## src/rtl/spi_mst_pkg.sv

```systemverilog
// Shared types and constants for the SPI register-access master.
// Optional response checking is selected by SPI_MST_RSP_CHK_EN.
package spi_mst_pkg;

  // Common register-bus widths
  localparam int REG_AW = 7;
  localparam int REG_DW = 8;

  localparam int SPI_FRM_BIT_NUM = 24;
  localparam int SPI_CMD_W       = 8;
  localparam int SPI_DATA_W      = 8;
  localparam int SPI_CRC_W       = 8;

  typedef enum logic [2:0] {
    ST_IDLE,
    ST_FRM_A,
    ST_GAP_A,
    ST_FRM_B,
    ST_GAP_B
  } spi_mst_st_e;

  // Position inside one CSB-low frame window
  typedef enum logic [1:0] {
    PH_LEAD,
    PH_SHIFT,
    PH_HOLD,
    PH_TAIL
  } spi_frm_ph_e;

  function automatic logic [SPI_CMD_W+SPI_DATA_W-1:0] frm_hdr(
    input logic              wr,
    input logic [REG_AW-1:0] addr,
    input logic [REG_DW-1:0] data
  );
    return {wr, addr, data};
  endfunction

endpackage

```

## src/rtl/crc16to8_parallel.sv

```systemverilog
// CRC-8 (poly 0x07, init 0, MSB first) over a 16-bit word, fully combinational.
module crc16to8_parallel (
  input  logic [15:0] data,
  output logic [7:0]  crc
);

  logic [7:0] c;

  always_comb begin
    c = 8'h00;
    for (int i = 15; i >= 0; i--) begin
      if (c[7] ^ data[i]) c = {c[6:0], 1'b0} ^ 8'h07;
      else                c = {c[6:0], 1'b0};
    end
  end

  assign crc = c;

endmodule

```

## src/rtl/spi_mst.sv

```systemverilog
// SPI register-access master: one command frame, one read-back frame per request.
// Define SPI_MST_RSP_CHK_EN to enable response CRC/addr/status checking.
module spi_mst
  import spi_mst_pkg::*;
#(
  parameter int SCLK_HDIV   = 4,
  parameter int CSB_GAP_CYC = 16
) (
  input  logic              i_clk,
  input  logic              i_rst_n,
  input  logic              i_req_vld,
  output logic              o_req_rdy,
  input  logic              i_req_wr,
  input  logic [REG_AW-1:0] i_req_addr,
  input  logic [REG_DW-1:0] i_req_wdata,
  output logic              o_rsp_vld,
  output logic [REG_DW-1:0] o_rsp_rdata,
  output logic              o_rsp_err,
  output logic              o_spi_sclk,
  output logic              o_spi_csb,
  output logic              o_spi_mosi,
  input  logic              i_spi_miso
);

  localparam int          FW       = SPI_FRM_BIT_NUM;
  localparam logic [9:0]  DIV_LAST = 10'(SCLK_HDIV - 1);
  localparam logic [9:0]  GAP_LAST = 10'(CSB_GAP_CYC - 1);
  localparam logic [4:0]  BIT_LAST = 5'(FW - 1);

  spi_mst_st_e st, st_nxt;
  spi_frm_ph_e ph;

  logic [9:0]              div_cnt;
  logic [9:0]              gap_cnt;
  logic [4:0]              bit_cnt;
  logic                    rdy_q, sclk_q, csb_q;
  logic                    rsp_vld_q, rsp_err_q;
  logic [REG_DW-1:0]       rdata_q;
  logic                    wr_q;
  logic [REG_AW-1:0]       addr_q;
  logic [FW-1:0]           tx_sr, rx_sr;
  logic [15:0]             tx_hdr;
  logic [SPI_CRC_W-1:0]    tx_crc;
  logic                    accept, in_frm, in_gap, tick, frm_done, gap_done, load_b;
  logic                    rsp_err_nxt;

  assign accept   = i_req_vld & rdy_q;
  assign in_frm   = (st == ST_FRM_A) || (st == ST_FRM_B);
  assign in_gap   = (st == ST_GAP_A) || (st == ST_GAP_B);
  assign tick     = in_frm && (div_cnt == DIV_LAST);
  assign frm_done = tick && (ph == PH_TAIL);
  assign gap_done = in_gap && (gap_cnt == GAP_LAST);
  assign load_b   = (st == ST_GAP_A) && gap_done;

  // Frame B re-reads the captured address so its response returns frame A's result
  assign tx_hdr = (st == ST_IDLE) ? frm_hdr(i_req_wr, i_req_addr, i_req_wdata)
                                  : frm_hdr(1'b0, addr_q, {REG_DW{1'b0}});

  crc16to8_parallel u_crc_tx (
    .data (tx_hdr),
    .crc  (tx_crc)
  );

  always_ff @(posedge i_clk) begin
    if (!i_rst_n) st <= ST_IDLE;
    else          st <= st_nxt;
  end

  always_comb begin
    st_nxt = st;
    case (st)
      ST_IDLE:  if (accept)   st_nxt = ST_FRM_A;
      ST_FRM_A: if (frm_done) st_nxt = ST_GAP_A;
      ST_GAP_A: if (gap_done) st_nxt = ST_FRM_B;
      ST_FRM_B: if (frm_done) st_nxt = ST_GAP_B;
      ST_GAP_B: if (gap_done) st_nxt = ST_IDLE;
      default:                st_nxt = ST_IDLE;
    endcase
  end

  always_ff @(posedge i_clk) begin
    if (!i_rst_n) begin
      rdy_q     <= 1'b0;
      sclk_q    <= 1'b0;
      csb_q     <= 1'b1;
      ph        <= PH_LEAD;
      div_cnt   <= '0;
      gap_cnt   <= '0;
      bit_cnt   <= '0;
      tx_sr     <= '0;
      rx_sr     <= '0;
      wr_q      <= 1'b0;
      addr_q    <= '0;
      rsp_vld_q <= 1'b0;
      rsp_err_q <= 1'b0;
      rdata_q   <= '0;
    end else begin
      rdy_q     <= (st_nxt == ST_IDLE);
      rsp_vld_q <= 1'b0;
      if (accept) begin
        wr_q   <= i_req_wr;
        addr_q <= i_req_addr;
      end
      if (accept || load_b) begin
        tx_sr   <= {tx_hdr, tx_crc};
        csb_q   <= 1'b0;
        sclk_q  <= 1'b0;
        div_cnt <= '0;
        bit_cnt <= '0;
        ph      <= PH_LEAD;
      end else if (in_frm) begin
        div_cnt <= tick ? '0 : div_cnt + 10'd1;
        if (tick) begin
          case (ph)
            PH_LEAD, PH_SHIFT: begin
              if (!sclk_q) begin
                sclk_q <= 1'b1;
                ph     <= PH_SHIFT;
                if (st == ST_FRM_B) rx_sr <= {rx_sr[FW-2:0], i_spi_miso};
              end else begin
                sclk_q <= 1'b0;
                if (bit_cnt == BIT_LAST) ph <= PH_HOLD;
                else begin
                  bit_cnt <= bit_cnt + 5'd1;
                  tx_sr   <= {tx_sr[FW-2:0], 1'b0};
                end
              end
            end
            PH_HOLD: begin
              csb_q <= 1'b1;
              ph    <= PH_TAIL;
            end
            default: gap_cnt <= '0;
          endcase
        end
      end else if (in_gap) begin
        gap_cnt <= gap_cnt + 10'd1;
      end
      if ((st == ST_GAP_B) && gap_done) begin
        rsp_vld_q <= 1'b1;
        rdata_q   <= rx_sr[15:8];
        rsp_err_q <= rsp_err_nxt;
      end
    end
  end

`ifdef SPI_MST_RSP_CHK_EN
  logic [SPI_CRC_W-1:0] rx_crc;

  crc16to8_parallel u_crc_rx (
    .data (rx_sr[FW-1:8]),
    .crc  (rx_crc)
  );

  assign rsp_err_nxt = (rx_crc != rx_sr[7:0]) | (rx_sr[22:16] != addr_q) | (rx_sr[23] != wr_q);
`else
  logic chk_unused;
  assign chk_unused  = ^{wr_q, rx_sr[FW-1]};
  assign rsp_err_nxt = 1'b0;
`endif

  assign o_req_rdy   = rdy_q;
  assign o_rsp_vld   = rsp_vld_q;
  assign o_rsp_rdata = rdata_q;
  assign o_rsp_err   = rsp_err_q;
  assign o_spi_sclk  = sclk_q;
  assign o_spi_csb   = csb_q;
  assign o_spi_mosi  = tx_sr[FW-1];

endmodule

```

## config.mk

```make
export PLATFORM = sky130hd
export DESIGN_NAME = spi_mst
export DESIGN_NICKNAME = d
export VERILOG_FILES = /design/src/rtl/spi_mst_pkg.sv /design/src/rtl/crc16to8_parallel.sv /design/src/rtl/spi_mst.sv
export SDC_FILE = /design/constraint.sdc
export NUM_CORES = 1
export LEC_CHECK = 0
export ABC_CLOCK_PERIOD_IN_PS = 2900
export BUFFER_PORTS_ARGS = -buffer_cell sky130_fd_sc_hd__buf_2
export CORE_UTILIZATION = 40
export CTS_BUF_LIST = sky130_fd_sc_hd__clkbuf_2
export DETAILED_ROUTE_END_ITERATION = 12
export GPL_ROUTABILITY_DRIVEN = 1
export GPL_TIMING_DRIVEN = 1
export SYNTH_ARGS = -nofsm -noshare
export SYNTH_HDL_FRONTEND = slang
export SYNTH_SLANG_ARGS = --single-unit
export TNS_END_PERCENT = 100
```

## constraint.sdc

```tcl
create_clock -name i_clk -period 2.9 [get_ports i_clk]
set_input_delay 0.145 -clock i_clk [delete_from_list [all_inputs] [get_ports i_clk]]
set_output_delay 0.145 -clock i_clk [all_outputs]
set_load 0.01 [all_outputs]
```

# After elaboration in Yosys (flattened, before gate mapping)
# Index checks and enable logic that the tools add are counted.
classes:
  add_sub_neg: 3
  mux: 43
  n_eq_ne: 14
  n_reduce_logical: 28
  bitwise_logic: 35
ops:
  columns: ["op", "n"]
  rows:
  - ["$mux 24", 6]
  - ["$mux 3", 21]
  - ["$mux 10", 5]
  - ["$not 3->3", 15]
  - ["$add 10x1->10 const B", 2]
  - ["$mux 16", 1]
  - ["$pmux 3 s5", 1]
  - ["$reduce_bool 2->1", 7]
  - ["$eq 10x2->1 const B", 1]
  - ["$eq 10x4->1 const B", 1]
  - ["$reduce_and 5->1", 2]
  - ["$xor 1x1->1", 10]
  - ["$reduce_and 4->1", 2]
  - ["$eq 3x2->1 const B", 2]
  - ["$logic_not 3->1", 2]
  - ["$mux 1", 6]
  - ["$reduce_and 3->1", 2]
  - ["$reduce_and 6->1", 1]
  - ["$add 5x1->5 const B", 1]
  - ["$eq 5x5->1 const B", 1]
  - ["$logic_and 1x1->1", 5]
  - ["$xor 1x1->1 const A", 5]
  - ["$eq 2x2->1 const B", 2]
  - ["$mux 2", 2]
  - ["other kinds (13)", 20]
totals:
  elab_cells: 136
  ff_bits: 89
  inputBits: 20
  output_inout_bits: 14

# Longest topological paths before layout
# Gate-level depths: netlist (run 1).
depth:
  depth_word: 34
  ltp_mapped: 8
  mapped_depth_nobuf: 6

# Cells and area by module
# A second synthesis (run 1) with hierarchy kept.
unflattened:
  hier_cells: 509
  area_unflattened_um2: 4321.6
modules_own_cells:
  columns: ["module", "area_per_inst_um2", "n_inst", "cells_per_inst", "seq_area_each_um2"]
  rows:
  - ["spi_mst", 3982.6, 1, 479, 1781.7]
  - ["crc16to8_parallel", 339.1, 1, 30, 0.0]

# Worst setup path before layout (run 1)
# No wires, ideal clock.
synth_path:
  path_type: "reg2reg"
  start: "reg gap_cnt[6]"
  end: "reg tx_sr[3]"
  setup_ns: 0.134
  required_time_ns: 2.766
  stages_incl_launch_ff: 7
  setup_slack_ns: 0.658
  period_less_slack_ns: 2.242
  t_arrival_ns: 2.107
  path_buffers: 1
  cell_sequence: "dfxtp_1 > or4_1 > o41a_1 > clkbuf_1 > nand2_1 > a21oi_1 > or4b_1"
synth_between:
  elab_chain_len: 6
  word_cells_on_any_way: 11
  cone_classes: "eq/ne: 2; mux: 1; reduce/logical: 8"
synth_rtl:
  columns: ["item", "line", "source"]
  rows:
  - ["start, declared", "spi_mst.sv:34", "logic [9:0] gap_cnt;"]
  - ["start signal, assigned", "spi_mst.sv:137", "gap_cnt <= gap_cnt + 10'd1;"]
  - ["$eq 10x4->1 *", "spi_mst.sv:52", "assign gap_done = in_gap && (gap_cnt == GAP_LAST);"]
  - ["$logic_and 1x1->1 *", "spi_mst.sv:52", null]
  - ["$logic_and 1x1->1 *", "spi_mst.sv:53", "assign load_b = (st == ST_GAP_A) && gap_done;"]
  - ["$logic_or 1x1->1 *", "spi_mst.sv:104", "if (accept || load_b) begin"]
  - ["$ne 2x2->1 (no line) / $reduce_bool 2->1 (equally long branches)", null, null]
  - ["$reduce_and 5->1 (no line)", null, null]
  - ["end signal, assigned", "spi_mst.sv:105", "tx_sr <= {tx_hdr, tx_crc};"]
  - ["end signal, assigned", "spi_mst.sv:125", "tx_sr <= {tx_sr[FW-2:0], 1'b0};"]
  - ["end, declared", "spi_mst.sv:41", "logic [FW-1:0] tx_sr, rx_sr;"]
# Mark *: on every way between the ends. The rest lies on a longest branch, timed or not.
# A chain may end at the register's enable or synchronous reset.

# Final worst setup path (run 1)
layout_path:
  start: "reg st[0]"
  end: "reg tx_sr[21]"
layout_between:
  elab_chain_len: 7
  word_cells_on_any_way: 19
  cone_classes: "eq/ne: 5; mux: 2; reduce/logical: 12"
layout_rtl:
  columns: ["item", "line", "source"]
  rows:
  - ["start, declared", "spi_mst.sv:30", "spi_mst_st_e st, st_nxt;"]
  - ["start signal, assigned", "spi_mst.sv:66", "else st <= st_nxt;"]
  - ["$eq 3x2->1 / $eq 3x3->1 (equally long branches)", "spi_mst.sv:49, spi_mst.sv:53", null]
  - ["$logic_or 1x1->1", "spi_mst.sv:49", "assign in_gap = (st == ST_GAP_A) || (st == ST_GAP_B);"]
  - ["$logic_and 1x1->1", "spi_mst.sv:52", null]
  - ["$logic_and 1x1->1", "spi_mst.sv:53", null]
  - ["$logic_or 1x1->1", "spi_mst.sv:104", null]
  - ["$ne 2x2->1 (no line) / $reduce_bool 2->1 (equally long branches)", null, null]
  - ["$reduce_and 5->1 (no line)", null, null]
# Parallel ways exist; a longest one is shown, timed or not.

==> metrics.md, run 1 <==
| Metric | Value |
|---|---|
| Async SR Flop Fraction | 0% |
| Gate Count Post-Synth | 489 |
| Final core utilization | 46.0% |
| Setup_tns | 0 ns |
| Post-synthesis cell type count | 56 |
| Crit start category | register |
| Post-synth EDFFs | 0 |
| Total CTS buffers | 9 |
| Core area | 11400 sq um |
| DRC Markers | 0 |
| Root Buffer | clkbuf_2 |
| Post-Synth Adder-Cell Area | 0.803% |
| Largest net degree at the start of global routing | 39 |
| Hold Crit Class | in2reg |
| CTS tree | done |
| Largest family of logic cells by synthesized area | simple AND/OR/NAND/NOR gates |
| Hold buffer count at cts | 18 |
| Clock Sinks | 89 |
| Row count | 39 |
| YS warnings | 0 |
| Power Density | 454 nW/um^2 |
| Crit end category | register |
| Slew Limit Fails | 0 |
| RSZ-0062 raised after global routing | false |
| Final setup violation count | 0 |
| Via count | 3557 |
| WL/cell | 14.9 microns |
| Syn Std Cell Area | 4670 sq um |
| Most numerous cell in the Yosys netlist | dfxtp_1 |
| Synth Area in Compound Gates | 13.6% |
| Seq cells post-synth | 89 |
| Post-CTS setup buffers | 0 |
| GRT Total Usage | 18.2% |
| Crit path max fanout | 24 |
| Post-cts sizing count | 0 |
| Net count reported at finish | 551 |
| Layout area overhead | 12.4% |
| Total gr overflow | 0 |
| Final GP Congestion | 0.812 |
| Global-route wire length before repair | 17000 microns |
| Seq/Total Area, Yosys | 38.1% |
| Syn Area/Cell | 9.55 sq um |
| NetSw | 0.000704 W |
| Initial antenna violation count | 0 |
| Die area | 12100 sq um |
| LEAKAGE | 1.97 nW |
| Worst setup margin | 0.530 ns |
| Top cell type's share of synthesized area | 38.1% |
| Die Width | 110 microns |
| Synth Area in Simple Gates | 17.9% |
| Final wirelength | 10100 microns |
| I/O Buffers | 32 |
| Switch share | 29.5% |
| Kind of critical path | reg2reg |
| Fin crit period | 2.37 ns |
| Comb pwr share | 16.7% |
| Synth top area cells | dfxtp_1 (38%), mux2i_1 (10%), xnor2_1 (6.0%) |
| Clk pwr share | 29.0% |
| Vias in the first global route | 3385 |
| Die Height | 110 microns |
| CTS clk-pin slew, worst paths | 0.26 ns |
| Vias/cell | 5.26 |
| Hold Slack | 0.128 ns |
| Maximum vdd drop | 0.326 mV |
| Drt first pass iters | 4 |
| Number of routed nets with antenna violations | 0 |
| Worst path arrival time | 2.85 ns |
| P_int | 0.00168 W |
| Dominant synthesized flop cell | dfxtp_1 |
| Synth area leader | dfxtp_1 |
| Sequential share of power | 54.3% |
| Worst-Skew Late Latency | 0.58 ns |
| Final period util | 81.7% |
| Mapped Nets | 512 |
| Mux cell area share after synthesis | 12.0% |
| Status | completed |
| Post-Synth XOR/XNOR Area | 13.9% |
| Initial Util | 40.9% |
| Required @ worst endpoint | 3.38 ns |
| Ant diodes | 0 |
| IO Pins | 34 |
| H-tree Lvls | 3 |
| Slew @ Worst Pin | 0.646 ns |
| Synth top cells by count | dfxtp_1 (89), nor2_1 (65), mux2i_1 (48) |
| Share of post-route cells with drive strength above 1 | 15.2% |
| Skew final | 0.0357 ns |
| DP Worst Slack | 0.577 ns |
| Fmax | 0.422 GHz |
| Final hold viol count | 0 |
| Worst rel slew slack | 56.9% |
| Iteration-0 DRC Markers | 140 |
| Dpl hpwl | 6920 microns |
| Max cap viols | 0 |
| Max clock buf depth | 2 |
layer usage:
metal	share of wire [%]	global-route usage [%]	up-vias	wire length, microns
li1	-	-	1810	-
met5	0	0	-	0
met3	3.3	4.53	17	336
met2	46	28.0	50	4670
met4	2.1	6.95	0	212
met1	48	24.5	1680	4870
final cells by class:
type / count / area (sq um)
tap: 143 / 179
fill: 1124 / 6170
sequential: 89 / 1780
multi-input combinational: 363 / 2730
timing repair buffer: 61 / 423
clock inverter: 7 / 81.3
clock buffer: 9 / 45.0
inverter: 4 / 15.0
per-stage QoR:
stage / area (sq um) / cells / power, W
3_3_place_gp: 4950 / 642 / 0.00169
5_1_grt: 5250 / 676 / 0.00252
6_report: 5250 / 676 / 0.00239
3_5_place_dp: 4950 / 642 / 0.00170
2_1_floorplan: 4670 / 489 / 0.00160
4_1_cts: 5250 / 676 / 0.00242
cell usage in the layout, fill, tap and decap left out, types with 2 or more instances in the layout:
master / count
ha_1: 3
or4_1: 2
xnor3_1: 2
buf_4: 11
mux2_2: 7
or4_4: 2
clkbuf_2: 9
xor3_1: 7
nand4_1: 3
nor2b_1: 2
nor3_4: 3
a31oi_1: 2
nor3_1: 5
and2_1: 4
a21oi_1: 27
mux2i_1: 48
and4_1: 6
nand2b_1: 5
nor4_1: 4
nand3_1: 13
nor2_1: 65
inv_6: 4
nand4b_1: 3
or3_1: 4
a2111oi_4: 3
dlygate4sd3_1: 18
inv_1: 4
buf_2: 32
xnor2_1: 32
xor2_1: 18
nand2_1: 33
or3b_2: 2
dfxtp_1: 89
a211oi_1: 30
o21ai_0: 4
a21boi_0: 5
sequential cells by signal (all words and copies together) (netlist names):
| name | flops |
|---|---|
| st | 3 |
| o_spi_csb | 1 |
| o_rsp_vld | 1 |
| div_cnt | 10 |
| ph | 2 |
| rx_sr | 16 |
| o_req_rdy | 1 |
| bit_cnt | 5 |
| o_rsp_rdata | 8 |
| o_spi_sclk | 1 |
| addr_q | 7 |
| gap_cnt | 10 |
| tx_sr | 24 |
path summary, 6_finish.rpt:
| path | start | endpoint | slack (ns) | cells after the start |
|---|---|---|---|---|
| max | st[0] | tx_sr[21] | 0.53 | 7 |
| min | i_req_vld | addr_q[5] | 0.13 | 4 |
| max reg2reg | st[0] | tx_sr[21] | 0.53 | 7 |
| min reg2reg | div_cnt[0] | div_cnt[0] | 0.50 | 2 |
worst max-delay path, cell delays in order, from the launching register on:
cell and delay (ns):
dfxtp_1 0.66, nor4b_2 0.33, nand4_1 0.13, buf_4 0.21, nor3_4 0.18, buf_4 0.37, mux2i_1 0.13, a211oi_1 0.26
power by group through the flow:
| stage | combinational [W] | clock [W] | sequential, W |
|---|---|---|---|
| after floorplan | 0.000296 | 0 | 0.00131 |
| after global placement | 0.000377 | 0 | 0.00132 |
| after detailed placement | 0.000379 | 0 | 0.00132 |
| after CTS | 0.000399 | 0.000729 | 0.00130 |
| after global routing | 0.000438 | 0.000778 | 0.00130 |
| final | 0.000398 | 0.000692 | 0.00130 |
kinds of logic after synthesis:
| kind of cell | after synthesis |
|---|---|
| muxes | 55 |
| buffers and inverters | 37 |
| DFF | 89 |
| and+or+nand+nor | 163 |
| AOI/OAI and AO/OA | 82 |
| other | 1 |
| xor gates and xnor gates | 59 |
| adders and majority gates | 3 |
(Power assumes the default switching activity.)
==> run 2: changes to the inputs <==
--- a/config.mk
+++ b/config.mk
@@ -5,7 +5,7 @@
 export SDC_FILE = /design/constraint.sdc
 export NUM_CORES = 1
 export LEC_CHECK = 0
-export ABC_CLOCK_PERIOD_IN_PS = 2900
+export ABC_CLOCK_PERIOD_IN_PS = 2250
 export BUFFER_PORTS_ARGS = -buffer_cell sky130_fd_sc_hd__buf_2
 export CORE_UTILIZATION = 40
 export CTS_BUF_LIST = sky130_fd_sc_hd__clkbuf_2
==> constraint.sdc (replaced) <==
create_clock -name i_clk -period 2.25 [get_ports i_clk]
set_input_delay 0.1125 -clock i_clk [delete_from_list [all_inputs] [get_ports i_clk]]
set_output_delay 0.1125 -clock i_clk [all_outputs]
set_load 0.01 [all_outputs]
==> run 2 against run 1 <==
Non-clock buffer count grew 21; utilization up 2.0 points; register-to-register slack got worse by 0.42 ns; fmax rose by 11%; largest cell class unchanged; clock power rose by 24%; sequential power up 28%; clock skew is 0.0052 ns lower; sequential cell count unchanged; design area up 4.4%; first-iteration DRC count rose by 28%.
==> metrics.md, run 2 (synthesis results as in run 1) <==
| Metric | Value |
|---|---|
| Dpl hpwl | 7070 microns (+2.1%) |
| I/O Buffers | 32 (unchanged) |
| H-tree Lvls | 3 (unchanged) |
| Final GP Congestion | 0.791 (-2.6%) |
| Max cap viols | 0 (unchanged) |
| Fill cells | 1106 (-1.6%) |
| Crit end category | register |
| Die area | 12100 sq um (unchanged) |
| Status | completed |
| Largest Register | tx_sr |
| Kind of critical path | reg2reg |
| Layout area overhead | 17.4% |
| Maximum vdd drop | 0.391 mV (+20%) |
| Worst-Skew Late Latency | 0.61 ns (+0.03 ns) |
| Total CTS buffers | 9 (unchanged) |
| Global-route wire length before repair | 17100 microns (+0.77%) |
| CTS clk-pin slew, worst paths | 0.30 ns (+0.04 ns) |
| Vias in the first global route | 3595 (+6.2%) |
| Final hold viol count | 0 (unchanged) |
| Power Density | 559 nW/um^2 (+23%) |
| RSZ-0062 raised after global routing | true |
| Clock Sinks | 89 (unchanged) |
| Hold Crit Class | in2reg |
| Via count | 3636 (+2.2%) |
| Max clock buf depth | 2 (unchanged) |
| Crit start category | register |
| Largest net degree at the start of global routing | 45 (+15%) |
| Final wirelength | 10000 microns (-0.60%) |
| Slew @ Worst Pin | 0.521 ns (-0.125 ns) |
| Row count | 39 (unchanged) |
| IO Pins | 34 (unchanged) |
| Most frequent cells in the layout | dfxtp_1 (86), nor2_1 (65), mux2i_1 (48) |
| DP Worst Slack | 0.0645 ns (-0.512 ns) |
| Largest register FFs | 24 (unchanged) |
| Worst setup margin | 0.112 ns (-0.418 ns) |
| Core area | 11400 sq um (unchanged) |
| WL/cell | 14.4 microns (-3.7%) |
| LEAKAGE | 2.09 nW (+6.2%) |
| Die Width | 110 microns (unchanged) |
| Initial antenna violation count | 0 (unchanged) |
| Initial Util | 40.9% (unchanged) |
| GRT Total Usage | 18.4% (+0.13 points) |
| Net count reported at finish | 572 (+3.8%) |
| Gr busiest metal | met2 |
| Met2 Use GR | 29.5% (+1.4 points) |
| Commonest non-fill, non-tap cell in the layout | dfxtp_1 |
| Final setup violation count | 0 (unchanged) |
| Slew Limit Fails | 0 (unchanged) |
| Share of post-route cells with drive strength above 1 | 19.3% (+4.1 points) |
| Total gr overflow | 0 (unchanged) |
| CTS tree | done |
| DRC Markers | 0 (unchanged) |
| Skew final | 0.0305 ns (-0.00518 ns) |
| Final period util | 95.0% (+13 points) |
| Worst path arrival time | 2.65 ns (-0.20 ns) |
| Root Buffer | clkbuf_2 |
| Crit path max fanout | 4 (-83%) |
| Vias/cell | 5.21 (-1.0%) |
| Final Cell Area | 5480 sq um (+4.4%) |
| GRT met3 Usage | 4.00% (-0.53 points) |
| Fmax | 0.468 GHz (+11%) |
| Required @ worst endpoint | 2.76 ns (-0.62 ns) |
| Final core utilization | 48.0% (+2.0 points) |
| Regs by FF count | tx_sr (24), rx_sr (16) |
| Met1 Use GR | 23.8% (-0.75 points) |
| Worst rel slew slack | 65.3% (+8.4 points) |
| Hold Slack | 0.0530 ns (-0.0754 ns) |
| Die Height | 110 microns (unchanged) |
| Number of routed nets with antenna violations | 0 (unchanged) |
| Iteration-0 DRC Markers | 179 (+28%) |
| Setup_tns | 0 ns (unchanged) |
| Fin crit period | 2.14 ns (-0.232 ns) |
| Area post-placement | 5150 sq um (+4.0%) |
| Drt first pass iters | 4 (unchanged) |
==> run 2: critical path, stage by stage, from the launching register on <==
cell,delay [ns]
dfxtp_1,0.39
or3_1,0.42
mux2i_1,0.23
xor3_1,0.49
nand4_1,0.10
or4b_1,0.43
==> run 2: path summary, 6_finish.rpt <==
check	from	to	slack, ns	cells after the start
max	st[1]	tx_sr[3]	0.11	5
min	i_req_vld	addr_q[4]	0.05	5
max reg2reg	st[1]	tx_sr[3]	0.11	5
min reg2reg	addr_q[1]	addr_q[1]	0.51	2
==> run 2: routing by layer <==
metal	wire length, microns	share of wire, %
met2	4590	46
met4	250	2.5
met3	317	3.2
met1	4860	49
met5	0	0
==> run 2: layout make-up <==
cell class | instances | area, sq um | area share (%)
antenna | 1 | 2.50 | 0.0456
clock buffer | 9 | 45.0 | 0.821
clock inverter | 7 | 83.8 | 1.53
inverter | 4 | 15.0 | 0.274
multi-input combinational | 363 | 2740 | 49.9
sequential | 89 | 1790 | 32.6
tap | 143 | 179 | 3.26
timing repair buffer | 82 | 634 | 11.6
==> run 2: report_power, final <==
part | switching, W | internal [W] | total, W
Sequential | 0.0000320 | 0.00163 | 0.00166
Combinational | 0.000268 | 0.000277 | 0.000545
Clock | 0.000661 | 0.000195 | 0.000856
Total | 0.000960 | 0.00211 | 0.00307
==> run 2: metrics by stage <==
stage,instances,total power (W)
finish,698,0.00307
global route,697,0.00323
CTS,696,0.00311
detailed placement,662,0.00221
global placement,662,0.00221
floorplan,489,0.00207
==> run 2: repair_timing <==
action / in CTS / in global routing
endpoints found under the setup margin: 0 / 28
buffers inserted: 0 / 1
endpoints found under the hold margin: 33 / 0
hold buffers: 18 / 0
resized for setup: 0 / 6
==> run 3: changes to the inputs <==
--- a/config.mk
+++ b/config.mk
@@ -5,10 +5,12 @@
 export SDC_FILE = /design/constraint.sdc
 export NUM_CORES = 1
 export LEC_CHECK = 0
+export ABC_AREA = 1
 export ABC_CLOCK_PERIOD_IN_PS = 2250
 export BUFFER_PORTS_ARGS = -buffer_cell sky130_fd_sc_hd__buf_2
 export CORE_UTILIZATION = 40
 export CTS_BUF_LIST = sky130_fd_sc_hd__clkbuf_2
+export CTS_CLUSTER_DIAMETER = 150
 export DETAILED_ROUTE_END_ITERATION = 12
 export GPL_ROUTABILITY_DRIVEN = 1
 export GPL_TIMING_DRIVEN = 1
==> run 3 against run 2 <==
Sequential share of layout area increased by 0.57 points; synthesized cell count up 37%; routed wire length grew 12%; hold slack better by 0.023 ns; register-to-register slack better by 0.06 ns; die area hardly changed; sequential power is essentially flat; clock power increased by 0.8%; fmax up 2.8%; design area is 1.4% lower; sequential cell count unchanged.
==> metrics.md, run 3 <==
| Metric | Value |
|---|---|
| Final hold viol count | 0 (unchanged) |
| Max cap viols | 0 (unchanged) |
| P_int | 0.00213 W (+1.2%) |
| Initial antenna violation count | 0 (unchanged) |
| Die area | 12100 sq um (about the same) |
| CTS tree | done |
| Commonest non-fill, non-tap cell in the layout | nand2_1 |
| Final core utilization | 47.3% (-0.69 points) |
| Clock Sinks | 89 (unchanged) |
| Final GP Congestion | 0.886 (+12%) |
| Row count | 39 (unchanged) |
| Slew Limit Fails | 0 (unchanged) |
| Top cell type's share of synthesized area | 38.1% (about the same) |
| Dpl hpwl | 8120 microns (+15%) |
| Most numerous cell in the Yosys netlist | nand2_1 |
| WL/cell | 12.8 microns (-11%) |
| CTS clk-pin slew, worst paths | 0.28 ns (-0.02 ns) |
| Power Density | 588 nW/um^2 (+5.1%) |
| Largest register FFs | 24 (unchanged) |
| Worst-Skew Late Latency | 0.59 ns (-0.02 ns) |
| Regs by FF count | tx_sr (24), rx_sr (16) |
| Number of routed nets with antenna violations | 0 (unchanged) |
| Worst path arrival time | 2.60 ns (-0.05 ns) |
| Max clock buf depth | 2 (unchanged) |
| IO Pins | 34 (unchanged) |
| Crit end category | register |
| R2R depth | 14 (+9) |
| Syn Std Cell Area | 4670 sq um (about the same) |
| Slew @ Worst Pin | 0.531 ns (+0.0101 ns) |
| Crit start category | register |
| Fin crit period | 2.08 ns (-0.0587 ns) |
| Post-synthesis cell type count | 44 (-21%) |
| Worst rel slew slack | 64.3% (-1.0 points) |
| Switch share | 32.9% (+1.6 points) |
| Synth top area cells | dfxtp_1 (38%), nand2_1 (13%), nand3_1 (6.0%) |
| Share of post-route cells with drive strength above 1 | 19.0% (-0.32 points) |
| Final setup violation count | 0 (unchanged) |
| Final wirelength | 11300 microns (+12%) |
| Worst path max stage delay | 0.47 ns (-0.02 ns) |
| Dpl cells | 836 (+26%) |
| Die Height | 110 microns (about the same) |
| Vias in the first global route | 3838 (+6.8%) |
| Seq/Total Area, Yosys | 38.1% (about the same) |
| Largest Register | tx_sr |
| Ant diodes | 0 (-1) |
| Hold Crit Class | in2reg |
| YS warnings | 0 (unchanged) |
| Root Buffer | clkbuf_2 |
| DRC Markers | 0 (unchanged) |
| Final Cell Area | 5410 sq um (-1.4%) |
| Net count reported at finish | 756 (+32%) |
| H-tree Lvls | 3 (unchanged) |
| Total gr overflow | 0 (unchanged) |
| Fmax | 0.481 GHz (+2.8%) |
| I/O Buffers | 32 (unchanged) |
| Clk pwr share | 27.2% (-0.7 points) |
| Hold path cells | 5 (unchanged) |
| Skew final | 0.0486 ns (+0.0181 ns) |
| Global-route wire length before repair | 17600 microns (+2.9%) |
| Largest net degree at the start of global routing | 38 (-16%) |
| Crit path from | st[2] |
| Via count | 4518 (+24%) |
| Layout area overhead | 15.7% |
| Mapped Nets | 695 (+36%) |
| Dominant synthesized flop cell | dfxtp_1 |
| Die Width | 110 microns (about the same) |
| Most frequent cells in the layout | nand2_1 (155), dfxtp_1 (84), inv_1 (68) |
| Maximum vdd drop | 0.355 mV (-9.4%) |
| Drt first pass iters | 4 (unchanged) |
| Gate Count Post-Synth | 672 (+37%) |
| Initial Util | 40.9% (about the same) |
| Async SR Flop Fraction | 0% (unchanged) |
| Iteration-0 DRC Markers | 276 (+54%) |
| NetSw | 0.00105 W (+8.9%) |
| Required @ worst endpoint | 2.77 ns (about the same) |
| Syn Area/Cell | 6.95 sq um (-27%) |
| Area post-placement | 4950 sq um (-3.8%) |
| Crit-path most repeated cell | nand2_1 |
| LEAKAGE | 2.31 nW (+11%) |
| Synth area leader | dfxtp_1 |
| Final period util | 92.4% (-2.6 points) |
| Status | completed |
| Sequential share of power | 52.2% (-2.1 points) |
| GRT Total Usage | 18.9% (+0.51 points) |
| Worst R2R Start | st[2] |
| Crit path max fanout | 17 (+13) |
| Total CTS buffers | 9 (unchanged) |
| Final cell count without fillers | 880 (+26%) |
| Seq cells post-synth | 89 (unchanged) |
| Final Power | 0.00318 W (+3.6%) |
| CP max-delay cell | dfxtp_2 |
| Post-synth EDFFs | 0 (unchanged) |
| Synth top cells by count | nand2_1 (157), dfxtp_1 (89), inv_1 (68) |
| Comb pwr share | 20.7% (+2.9 points) |
| Kind of critical path | reg2reg |
| Core area | 11400 sq um (unchanged) |
| RSZ-0062 raised after global routing | true |
| Worst hold start | i_req_wr |
| Cell Chain, Critical Path | clkinv_4, nand2_8, nand2_1, nand3_1, nand2_1, nand3_1, nand3_1, nand2_2, inv_2, nand2_1, nand2_1, nand2_1, nand3_1, a21oi_1 |
| Vias/cell | 5.13 (-1.4%) |
-- run 3: changes by cell type after synthesis, sizes merged, moves of 30 or more --
cell / delta
nand3: +49
mux2i: -48
o21ai: +38
nand2: +147
inv: +80
xnor2: -30
-- run 3: layout make-up --
class	count	area (sq um)
Sequential cell	89	1790
Inverter	84	325
Clock buffer	9	45.0
Timing Repair Buffer	71	502
Tap cell	143	179
Clock inverter	6	73.8
Multi-Input combinational cell	478	2490
Fill cell	1202	6010
-- run 3: timing repair --
item | 4_1_cts | 5_1_grt
hold endpoints to repair | 44 | 0
setup buffers | 1 | 9
endpoints found under the setup margin | 2 | 42
resized for setup | 2 | 19
cloned | 0 | 1
pin swaps | 0 | 3
hold buffers | 18 | 0
-- run 3: path summary, 6_finish.rpt --
check / end / slack (ns)
worst max-delay path: tx_sr[2] / 0.17
worst min-delay path: tx_sr[23] / 0.08
worst max register to register: tx_sr[2] / 0.17
worst min register to register: o_rsp_rdata[7] / 0.47
-- run 3: metal layers --
metal / part of all wire [%] / global-route usage (%) / vias up
met4: 1.5 / 7.24 / 0
met5: 0 / 0 / -
met2: 46 / 29.3 / 95
met3: 4.5 / 5.47 / 14
met1: 48 / 24.6 / 2100
li1: - / - / 2309
-- run 3: critical path: cells and delay by family, from the launching register on --
kind / cells / cell delay [ns]
and+or+nand+nor: 11 / 1.16
buffers and inverters: 2 / 0.24
DFF: 1 / 0.47
AOI/OAI and AO/OA: 1 / 0.14
-- run 3: kinds of logic after synthesis --
family / after synthesis / share of synthesized area [%]
and+or+nand+nor: 341 / 34.1
AOI/OAI and AO/OA: 120 / 14.5
buffers and inverters: 106 / 9.83
DFF: 89 / 38.1
xor gates and xnor gates: 12 / 2.57
adders and majority gates: 3 / 0.804
other: 1 / 0.0803
-- run 3: power by group through the flow --
stage | clock network, W | logic [W] | registers (W)
CTS | 0.000908 | 0.000637 | 0.00165
finish | 0.000863 | 0.000656 | 0.00166
global placement | 0 | 0.000601 | 0.00168
global route | 0.000957 | 0.000735 | 0.00166
floorplan | 0 | 0.000474 | 0.00168
detailed placement | 0 | 0.000611 | 0.00168
-- run 3: per-stage QoR --
step	setup slack [ns]	hold slack (ns)	setup TNS, ns
after global placement	0.0595	0.365	0
after CTS	0.0119	0.00445	0
after detailed placement	0.0177	0.380	0
after floorplan	0.370	0.271	0
final	0.171	0.0761	0
after global routing	-0.0174	0.0480	-0.0585
